### config.mk
export PLATFORM = sky130hd
export DESIGN_NAME = ram_arbiter
export DESIGN_NICKNAME = d
export VERILOG_FILES = /design/src/rtl/ram_arbiter.sv
export SDC_FILE = /design/constraint.sdc
export NUM_CORES = 1
export LEC_CHECK = 0
export BUFFER_PORTS_ARGS = -buffer_cell sky130_fd_sc_hd__buf_2
export CORE_MARGIN = 5
export CORE_UTILIZATION = 40
export CTS_CLUSTER_DIAMETER = 30
export DETAILED_ROUTE_END_ITERATION = 10
export HOLD_SLACK_MARGIN = 0.03
export PLACE_DENSITY = 0.79
export SETUP_SLACK_MARGIN = 0.05
export SLEW_MARGIN = 20
export SYNTH_ARGS = -nofsm -noshare
export SYNTH_HDL_FRONTEND = slang
export SYNTH_SLANG_ARGS = --single-unit
### constraint.sdc
create_clock -name clk -period 1.6 [get_ports clk]
set_input_delay 0.32 -clock clk [delete_from_list [all_inputs] [get_ports clk]]
set_output_delay 0.32 -clock clk [all_outputs]
set_load 0.005 [all_outputs]
### src/rtl/ram_arbiter.sv
// rtl/ram_arbiter.sv - two-port round-robin arbiter and sequencer for a shared 16x8 synchronous RAM
//
// Purpose:
//    Grants one of two requesters (A = CPU path, B = loader/debug path) access to a
//    shared synchronous RAM, one request at a time, round-robin on contention.
//    Sequences the RAM write (one we cycle) and read (two oe-related cycles) timing
//    and returns a one-cycle done pulse per completed request.
//
// Ports:
//    clk            system clock, all logic on posedge
//    reset          synchronous, active-high
//    req_a/b        request, held until done_a/b
//    we_a/b         1 = write, 0 = read, held with req
//    addr_a/b       word address, held with req
//    wdata_a/b      write data, held with req
//    done_a/b       one-cycle completion pulse
//    gnt_a/b        high while that port owns the RAM
//    rdata          captured read data, valid with done of a read, held until next read
//    ram_we         RAM write enable
//    ram_oe         RAM read enable
//    ram_address    RAM address
//    ram_data_in    RAM write data
//    ram_data_out   RAM registered read data

module ram_arbiter #(
   parameter int ADDR_WIDTH = 4,
   parameter int DATA_WIDTH = 8
) (
   input  logic                  clk,
   input  logic                  reset,
   input  logic                  req_a,
   input  logic                  we_a,
   input  logic [ADDR_WIDTH-1:0] addr_a,
   input  logic [DATA_WIDTH-1:0] wdata_a,
   input  logic                  req_b,
   input  logic                  we_b,
   input  logic [ADDR_WIDTH-1:0] addr_b,
   input  logic [DATA_WIDTH-1:0] wdata_b,
   output logic                  done_a,
   output logic                  done_b,
   output logic                  gnt_a,
   output logic                  gnt_b,
   output logic [DATA_WIDTH-1:0] rdata,
   output logic                  ram_we,
   output logic                  ram_oe,
   output logic [ADDR_WIDTH-1:0] ram_address,
   output logic [DATA_WIDTH-1:0] ram_data_in,
   input  logic [DATA_WIDTH-1:0] ram_data_out
);

   typedef enum logic [2:0] {
      IDLE = 3'd0,
      WR   = 3'd1,
      RD1  = 3'd2,
      RD2  = 3'd3,
      DONE = 3'd4
   } state_t;

   state_t state;
   logic   last_grant_b;   // 1 when B received the most recent grant
   logic   owner_b;        // port that owns the current transaction
   logic   pick_b;

   // B wins when it is the only requester, or on a tie when A was served last.
   always_comb begin
      pick_b = req_b && (!req_a || !last_grant_b);
   end

   always_ff @(posedge clk) begin
      if (reset) begin
         state        <= IDLE;
         last_grant_b <= 1'b1;
         owner_b      <= 1'b0;
         done_a       <= 1'b0;
         done_b       <= 1'b0;
         gnt_a        <= 1'b0;
         gnt_b        <= 1'b0;
         rdata        <= '0;
         ram_we       <= 1'b0;
         ram_oe       <= 1'b0;
         ram_address  <= '0;
         ram_data_in  <= '0;
      end else begin
         case (state)
            IDLE: begin
               if (req_a || req_b) begin
                  owner_b      <= pick_b;
                  last_grant_b <= pick_b;
                  gnt_a        <= !pick_b;
                  gnt_b        <= pick_b;
                  ram_address  <= pick_b ? addr_b  : addr_a;
                  ram_data_in  <= pick_b ? wdata_b : wdata_a;
                  if (pick_b ? we_b : we_a) begin
                     ram_we <= 1'b1;
                     state  <= WR;
                  end else begin
                     ram_oe <= 1'b1;
                     state  <= RD1;
                  end
               end
            end
            WR: begin
               // RAM commits the write on this edge.
               ram_we <= 1'b0;
               done_a <= !owner_b;
               done_b <= owner_b;
               state  <= DONE;
            end
            RD1: begin
               // RAM registers the read word on this edge; oe stays up one more cycle.
               state <= RD2;
            end
            RD2: begin
               rdata  <= ram_data_out;
               ram_oe <= 1'b0;
               done_a <= !owner_b;
               done_b <= owner_b;
               state  <= DONE;
            end
            DONE: begin
               done_a <= 1'b0;
               done_b <= 1'b0;
               gnt_a  <= 1'b0;
               gnt_b  <= 1'b0;
               state  <= IDLE;
            end
            default: begin
               state <= IDLE;
            end
         endcase
      end
   end

endmodule

# Yosys cells after proc, flatten, opt, wreduce, memory -nomap -nowiden
# Index checks and enable logic that the tools add are counted.
totals:
  word_cells: 54
  ff_bits: 31
  inputBits: 38
  out_inout_bits: 26
classes:
  n_eq_ne: 7
  reduce_logical: 17
  n_mux: 18
op_table:
  columns: ["operator", "count"]
  rows:
  - ["case mux 1 bit (2 select lines)", 6]
  - ["case mux 3 bit (3 select lines)", 1]
  - ["2-to-1 mux 8 bit", 1]
  - ["nonzero test 2 bit", 4]
  - ["2-to-1 mux 1 bit", 7]
  - ["equality test 3 x 2 -> 1 bit, second input constant", 2]
  - ["inequality test 2 bit, second input constant", 3]
  - ["AND reduction 3 bit", 2]
  - ["logical NOT 1 bit", 4]
  - ["2-to-1 mux 4 bit", 1]
  - ["AND reduction 2 bit", 2]
  - ["equality test 3 x 1 -> 1 bit, second input constant", 1]
  - ["equality test 3 bit, second input constant", 1]
  - ["logical NOT 3 bit", 1]
  - ["2-to-1 mux 3 bit", 1]
  - ["logical OR 1 bit", 2]
  - ["2-to-1 mux 2 bit", 1]
  - ["OR reduction 2 bit", 1]
  - ["logical AND 1 bit", 1]

# Depth between registers and ports, before layout
# Gate-level depths: netlist of the first run.
depth:
  ltp_word: 7
  ltp_mapped: 5
  mapped_depth_nobuf: 3

# Worst setup path after synthesis of the first run
# No wires, ideal clock.
synth_timing:
  path_kind: "register to register"
  from: "register state[2]"
  to: "register ram_address[0]"
  path_slack_ns: 0.304
  stages_incl_launch_ff: 6
  arrival_time_ns: 1.150
  synth_period_minus_slack_ns: 1.296
  n_path_buf: 2
  path_cell_list: "dfxtp_1 > buf_6 > or3_4 > nor2_4 > buf_12 > a211oi_2"
synth_via:
  elab_chain_len: 2
synth_lines:
  columns: ["element", "line", "source"]
  rows:
  - ["start, declared", "59", "state_t state;"]
  - ["start signal, assigned", "71", "state <= IDLE;"]
  - ["start signal, assigned", "95", "state <= WR;"]
  - ["start signal, assigned", "98", "state <= RD1;"]
  - ["logical NOT 3 bit", "84", "case (state)"]
  - ["AND reduction 2 bit (no source line)", null, null]
  - ["end signal, assigned", "91", "ram_address <= pick_b ? addr_b : addr_a;"]
  - ["end, declared", "46", "output logic [ADDR_WIDTH-1:0] ram_address,"]
# No other way between the ends.
# A chain may end at the register's enable or synchronous reset.

# Final worst setup path of the first run
# Same ends and word-level chain as after synthesis.

==> results.cfg, run 1 <==
[floorplanning]
die_width_um = 70.4
io_pins = 64
start_util_pct = 40.5
die_h_um = 70.4
rows = 22
dieArea_um2 = 4960
core_area_um2 = 3610

[logic_synthesis]
synth_commonest_cells = dfxtp_1 (31), mux2i_1 (21), a21oi_1 (18), nor2_1 (15), a211oi_2 (11)
synth_most_common_cell = dfxtp_1
syn_area_um2 = 1460
yosysTopAreaCellShare_pct = 42.5
ys_async_sr_fraction_pct = 0
ys_seq_elements = 31
yosys-top-cells-area = dfxtp_1 (42%), mux2i_1 (14%), a211oi_2 (9.4%), a21oi_1 (6.2%), nor2_1 (3.9%)
synthCells = 141
ys_warn_count = 0
synth_ff_type = dfxtp_1
synth_nets = 179
syn_avg_cell_area_um2 = 10.4
netlist.top_cell.by_area = dfxtp_1
ys_seq_area_share_pct = 42.5
synth_edf_count = 0
synthDistinctLibCells = 30

[place]
pre_cts_ws_ns = 0.189
dpl.hpwl_mm = 2.52
gp_congestion = 0.794
portBuffers = 63

[global_route]
grt_antenna_before_repair = 0
grt_pass1_wl_mm = 5.63
grt_max_degree = 23
grt_pass1_vias = 1265
gr-total-overflow = 0
grtUsageTotal_pct = 14.4

[power]
p_sw_share_pct = 29.7
vdd_drop_max_mv = 0.534
power.leakage_uw = 0.000892
switchingPower_uw = 583
power.total_uw = 1970
p_int_uw = 1380
p_seq_share_pct = 45.5
clkPwrFrac_pct = 30.0
power.density_nw_per_um2 = 1060
comb_power_share_pct = 24.5

[min_path]
hp-class = in -> reg
worstHoldStart = ram_data_out[1]
hold_path_depth = 3
holdPathEnd = rdata[1]

[worst_setup_path]
reg2reg_from = state[2]
cp_max_fo = 12
worstPathRequired_ns = 1.75
cp_slowest_stage_delay_ns = 0.40
slowest_stage = or3_4
r2r_end = ram_address[0]
ff2ff_setup_slack_ns = 0.26
critPathCaptureType = register
worstPathArrival_ns = 1.49
crit_chain = or3_4 -> nor2_4 -> a211oi_2
critPathLaunchType = register
critical_path_class = reg -> reg
ff2ff_path_depth = 3

[sta]
timing.hold.ws_ns = 0.264
clock_skew_ns = 0.00826
finalHoldViolCount = 0
fin_tns_setup_ns = 0
final-setup-viol-count = 0
period_minus_slack_ns = 1.34
rsz0062_at_grt = false
drv_slew = 0
finalCritPeriodShare_pct = 83.5
tightest_slew_ns = 0.401
slew_headroom_pct = 73.2
fmax_ghz = 0.748
finalWorstSetupSlack_ns = 0.264

[cells_and_area]
fill_cells = 342
drive_gt1_share_pct = 46.9
area_growth_syn_to_layout_pct = 27.4
final_util_pct = 51.6
fin_nets = 244
antenna-diode-count = 0

[detailed_routing]
drtIter0Drc = 57
vias = 1266
wl_per_cell_um = 13.3
wirelength_mm = 3.39
route.detailed.drc = 0
firstDrtPassIters = 4
viasPerCell = 4.96
ant_nets = 0

[clock_network]
clockBufferDepth = 2
cts_hold_buf = 0
clkLatencyLatePin_ns = 0.29
cts_setup_buffers = 0
tritoncts = built
path_clk_slew_ns = 0.07
cts-root-buf = clkbuf_8
clock-sinks = 31
post_cts_resized = 0
numCtsBuffers = 5
h-tree-depth = 2

[job]
max_cap_violations = 0

[status]
status = finished, final reports clean
[layout make-up]
class	count	area (um2)	area share, %
clock buffer	5	68.8	3.70
clock inverter	3	15.0	0.806
inverter	3	11.3	0.605
multi-input combinational	94	711	38.2
sequential	31	621	33.3
tap	48	60.1	3.23
timing repair buffer	71	375	20.2
[power by group through the flow]
stage          sequential [uW]  clock (uW)  combinational, uW
6_report                   895         589                481
4_1_cts                    895         618                489
3_5_place_dp               911           0                489
3_3_place_gp               911           0                478
5_1_grt                    905         652                536
2_1_floorplan              917           0                344
[registers in the layout (all words and copies together) (netlist names)]
name	count
ram_oe	1
done_a	1
done_b	1
ram_we	1
owner_b	1
last_grant_b	1
ram_address	4
ram_data_in	8
gnt_a	1
state	3
rdata	8
gnt_b	1
[how the worst max path moves through the flow]
stage | depth (start not counted) | to | start
global placement | 5 | ram_data_in[5] | req_b
finish | 3 | ram_address[0] | state[2]
CTS | 3 | ram_address[0] | state[2]
floorplan | 5 | ram_address[0] | state[2]
global route | 5 | ram_address[3] | state[2]
detailed placement | 5 | ram_data_in[2] | req_b
[worst max-delay path: cells and delay by family, from the launching register on]
| kind | cells | cell delay [ns] |
|---|---|---|
| AOI/OAI and AO/OA | 1 | 0.12 |
| DFF | 1 | 0.31 |
| and+or+nand+nor | 2 | 0.76 |
[logic make-up after synthesis]
logic type             synth area share (%)
buffers and inverters                  8.90
multiplexers                           15.2
AND/OR/NAND/NOR                        10.7
flip-flops                             42.5
AO/OA/AOI/OAI                          22.8
[stage by stage]
step           std cells  cell area (um2)
3_5_place_dp         247             1780
2_1_floorplan        141             1460
3_3_place_gp         247             1780
5_1_grt              255             1860
6_report             255             1860
4_1_cts              255             1860
[routing by layer]
layer / routed length, um / vias up / GRT usage (%)
met5: 0 / - / 0
met2: 1580 / 48 / 22.5
met3: 330 / 5 / 5.47
met4: 62 / 0 / 8.30
li1: - / 635 / -
met1: 1420 / 578 / 16.6
[cell usage in the layout, fill, tap and decap left out]
cell type	n
and3_2	1
o21ai_1	2
nand2_1	2
o21ai_0	4
dfxtp_1	31
o21bai_1	2
buf_4	8
nor3_1	2
inv_1	3
nand2b_1	1
o21a_1	1
nor2_1	15
mux2i_1	21
nor2_4	1
or3_4	1
a2111oi_0	2
nand3b_1	2
a21boi_2	1
buf_2	63
a21oi_1	18
nand4b_1	1
clkbuf_8	5
a211oi_1	2
nor3_4	1
a211oi_2	11
a221oi_1	1
or2_2	1
clkinv_2	3
mux2_2	1
Power figures use the tool's default switching activity.
==> inputs of run 2 (changes only) <==
clock period = 1.3 ns   (was 1.6 ns; I/O delays follow)
==> results.cfg, run 2 (synthesis results as in run 1) <==
[status]
status = finished, final reports clean

[min_path]
hp-class = in -> reg
worstHoldStart = ram_data_out[6]

[job]
max_cap_violations = 0

[cells_and_area]
final_common_cell = buf_2
antenna-diode-count = 0
reg_top3 = ram_data_in (8), rdata (8), ram_address (4)
area_growth_syn_to_layout_pct = 39.9
final_cell_mix = buf_2 (63), dfxtp_1 (28), mux2i_1 (20), a21oi_1 (17), nor2_1 (15)
fin_nets = 255
final_util_pct = 56.7
drive_gt1_share_pct = 51.8
stdcell_area_um2 = 2040

[global_route]
grt_antenna_before_repair = 0
gr-total-overflow = 0
grtUsageTotal_pct = 14.5
grt_max_degree = 18
grt_pass1_vias = 1326
grt_pass1_wl_mm = 5.86

[power]
p_sw_share_pct = 27.8
power.total_uw = 2650
p_int_uw = 1910
comb_power_share_pct = 26.9
switchingPower_uw = 736
clkPwrFrac_pct = 31.1
p_seq_share_pct = 41.9
power.leakage_uw = 0.000977
vdd_drop_max_mv = 0.702
power.density_nw_per_um2 = 1300

[detailed_routing]
drtIter0Drc = 39
firstDrtPassIters = 4
wirelength_mm = 3.63
viasPerCell = 4.93
vias = 1312
wl_per_cell_um = 13.6
route.detailed.drc = 0
ant_nets = 0

[worst_setup_path]
critical_path_class = reg -> reg
cp_max_fo = 8
cp.buffers_inverters = 1
worstPathArrival_ns = 1.43
slowest_stage = or3_4
critPathCaptureType = register
crit_chain = or3_4 -> nor2_4 -> buf_12 -> a211oi_2
critPathLaunchType = register
worstPathRequired_ns = 1.46
cp_slowest_stage_delay_ns = 0.39
critical_path.startpoint = state[0]
reg2reg_from = state[0]
path_delay_family = simple AND/OR/NAND/NOR gates

[clock_network]
clockBufferDepth = 2
clkLatencyLatePin_ns = 0.28
cts_hold_buf = 0
cts-root-buf = clkbuf_8
tritoncts = built
path_clk_slew_ns = 0.07
h-tree-depth = 2
clock-sinks = 31
numCtsBuffers = 5

[floorplanning]
core_area_um2 = 3610
die_h_um = 70.4
io_pins = 64
dieArea_um2 = 4960
start_util_pct = 40.5
rows = 22
die_width_um = 70.4

[sta]
fmax_ghz = 0.788
clock_skew_ns = 0.00632
final-setup-viol-count = 0
period_minus_slack_ns = 1.27
timing.hold.ws_ns = 0.203
finalCritPeriodShare_pct = 97.6
drv_slew = 0
finalHoldViolCount = 0
tightest_slew_ns = 0.298
rsz0062_at_grt = true
slew_headroom_pct = 79.6

[place]
placed_area_um2 = 1870
dpl.hpwl_mm = 2.63
gp_congestion = 0.752
portBuffers = 63
run 2: changes by cell type in the layout (fill, tap and decap cells not counted), sizes merged:
cell | previous run | this run
clkinv | 3 | 0
clkbuf | 5 | 8
buf | 71 | 82
run 2: layout make-up:
class	count	area [um2]
repair buffers	82	502
inverters	3	11.3
clock buffers	8	100
fillers	326	1560
flip-flops and latches	31	627
well taps	48	60.1
multi-input cells	94	744
run 2: metal layers:
metal	vias to the layer above	global-route usage, %	routed length [um]
met4	0	5.74	44
met3	5	5.47	282
met1	601	17.4	1580
li1	657	-	-
met5	-	0	0
met2	49	23.3	1720
run 2: worst register-to-register path: cells and delay by family, from the launching register on:
| family | cells | cell delay, ns |
|---|---|---|
| flip-flops | 1 | 0.36 |
| buffers and inverters | 1 | 0.16 |
| AO/OA/AOI/OAI | 1 | 0.06 |
| AND/OR/NAND/NOR | 2 | 0.58 |
run 2: per-stage QoR:
| stage | setup slack (ns) | instances | setup TNS [ns] |
|---|---|---|---|
| final | 0.0310 | 266 | 0 |
| after global routing | -0.0189 | 266 | -0.131 |
| after CTS | 0.0269 | 266 | 0 |
| after detailed placement | -0.151 | 256 | -1.52 |
| after global placement | -0.0779 | 256 | -0.852 |
| after floorplan | 0.0275 | 141 | 0 |
run 2: power groups by stage:
stage	clock network (uW)	registers (uW)	logic, uW
after floorplan	0	1130	422
after global placement	0	1130	664
after detailed placement	0	1130	674
after CTS	845	1110	695
after global routing	881	1120	781
final	825	1110	713
run 2: what timing repair did:
| item | CTS | global route |
|---|---|---|
| endpoints found under the setup margin | 15 | 27 |
| gates resized for setup | 5 | 11 |
| setup buffers | 2 | 0 |
| pin swaps | 5 | 5 |
run 2: worst paths after layout:
kind,endpoint,slack [ns],cells after the start
max reg2reg,ram_data_in[1],0.03,4
max,ram_data_in[1],0.03,4
min reg2reg,ram_we,0.49,2
min,rdata[6],0.20,3
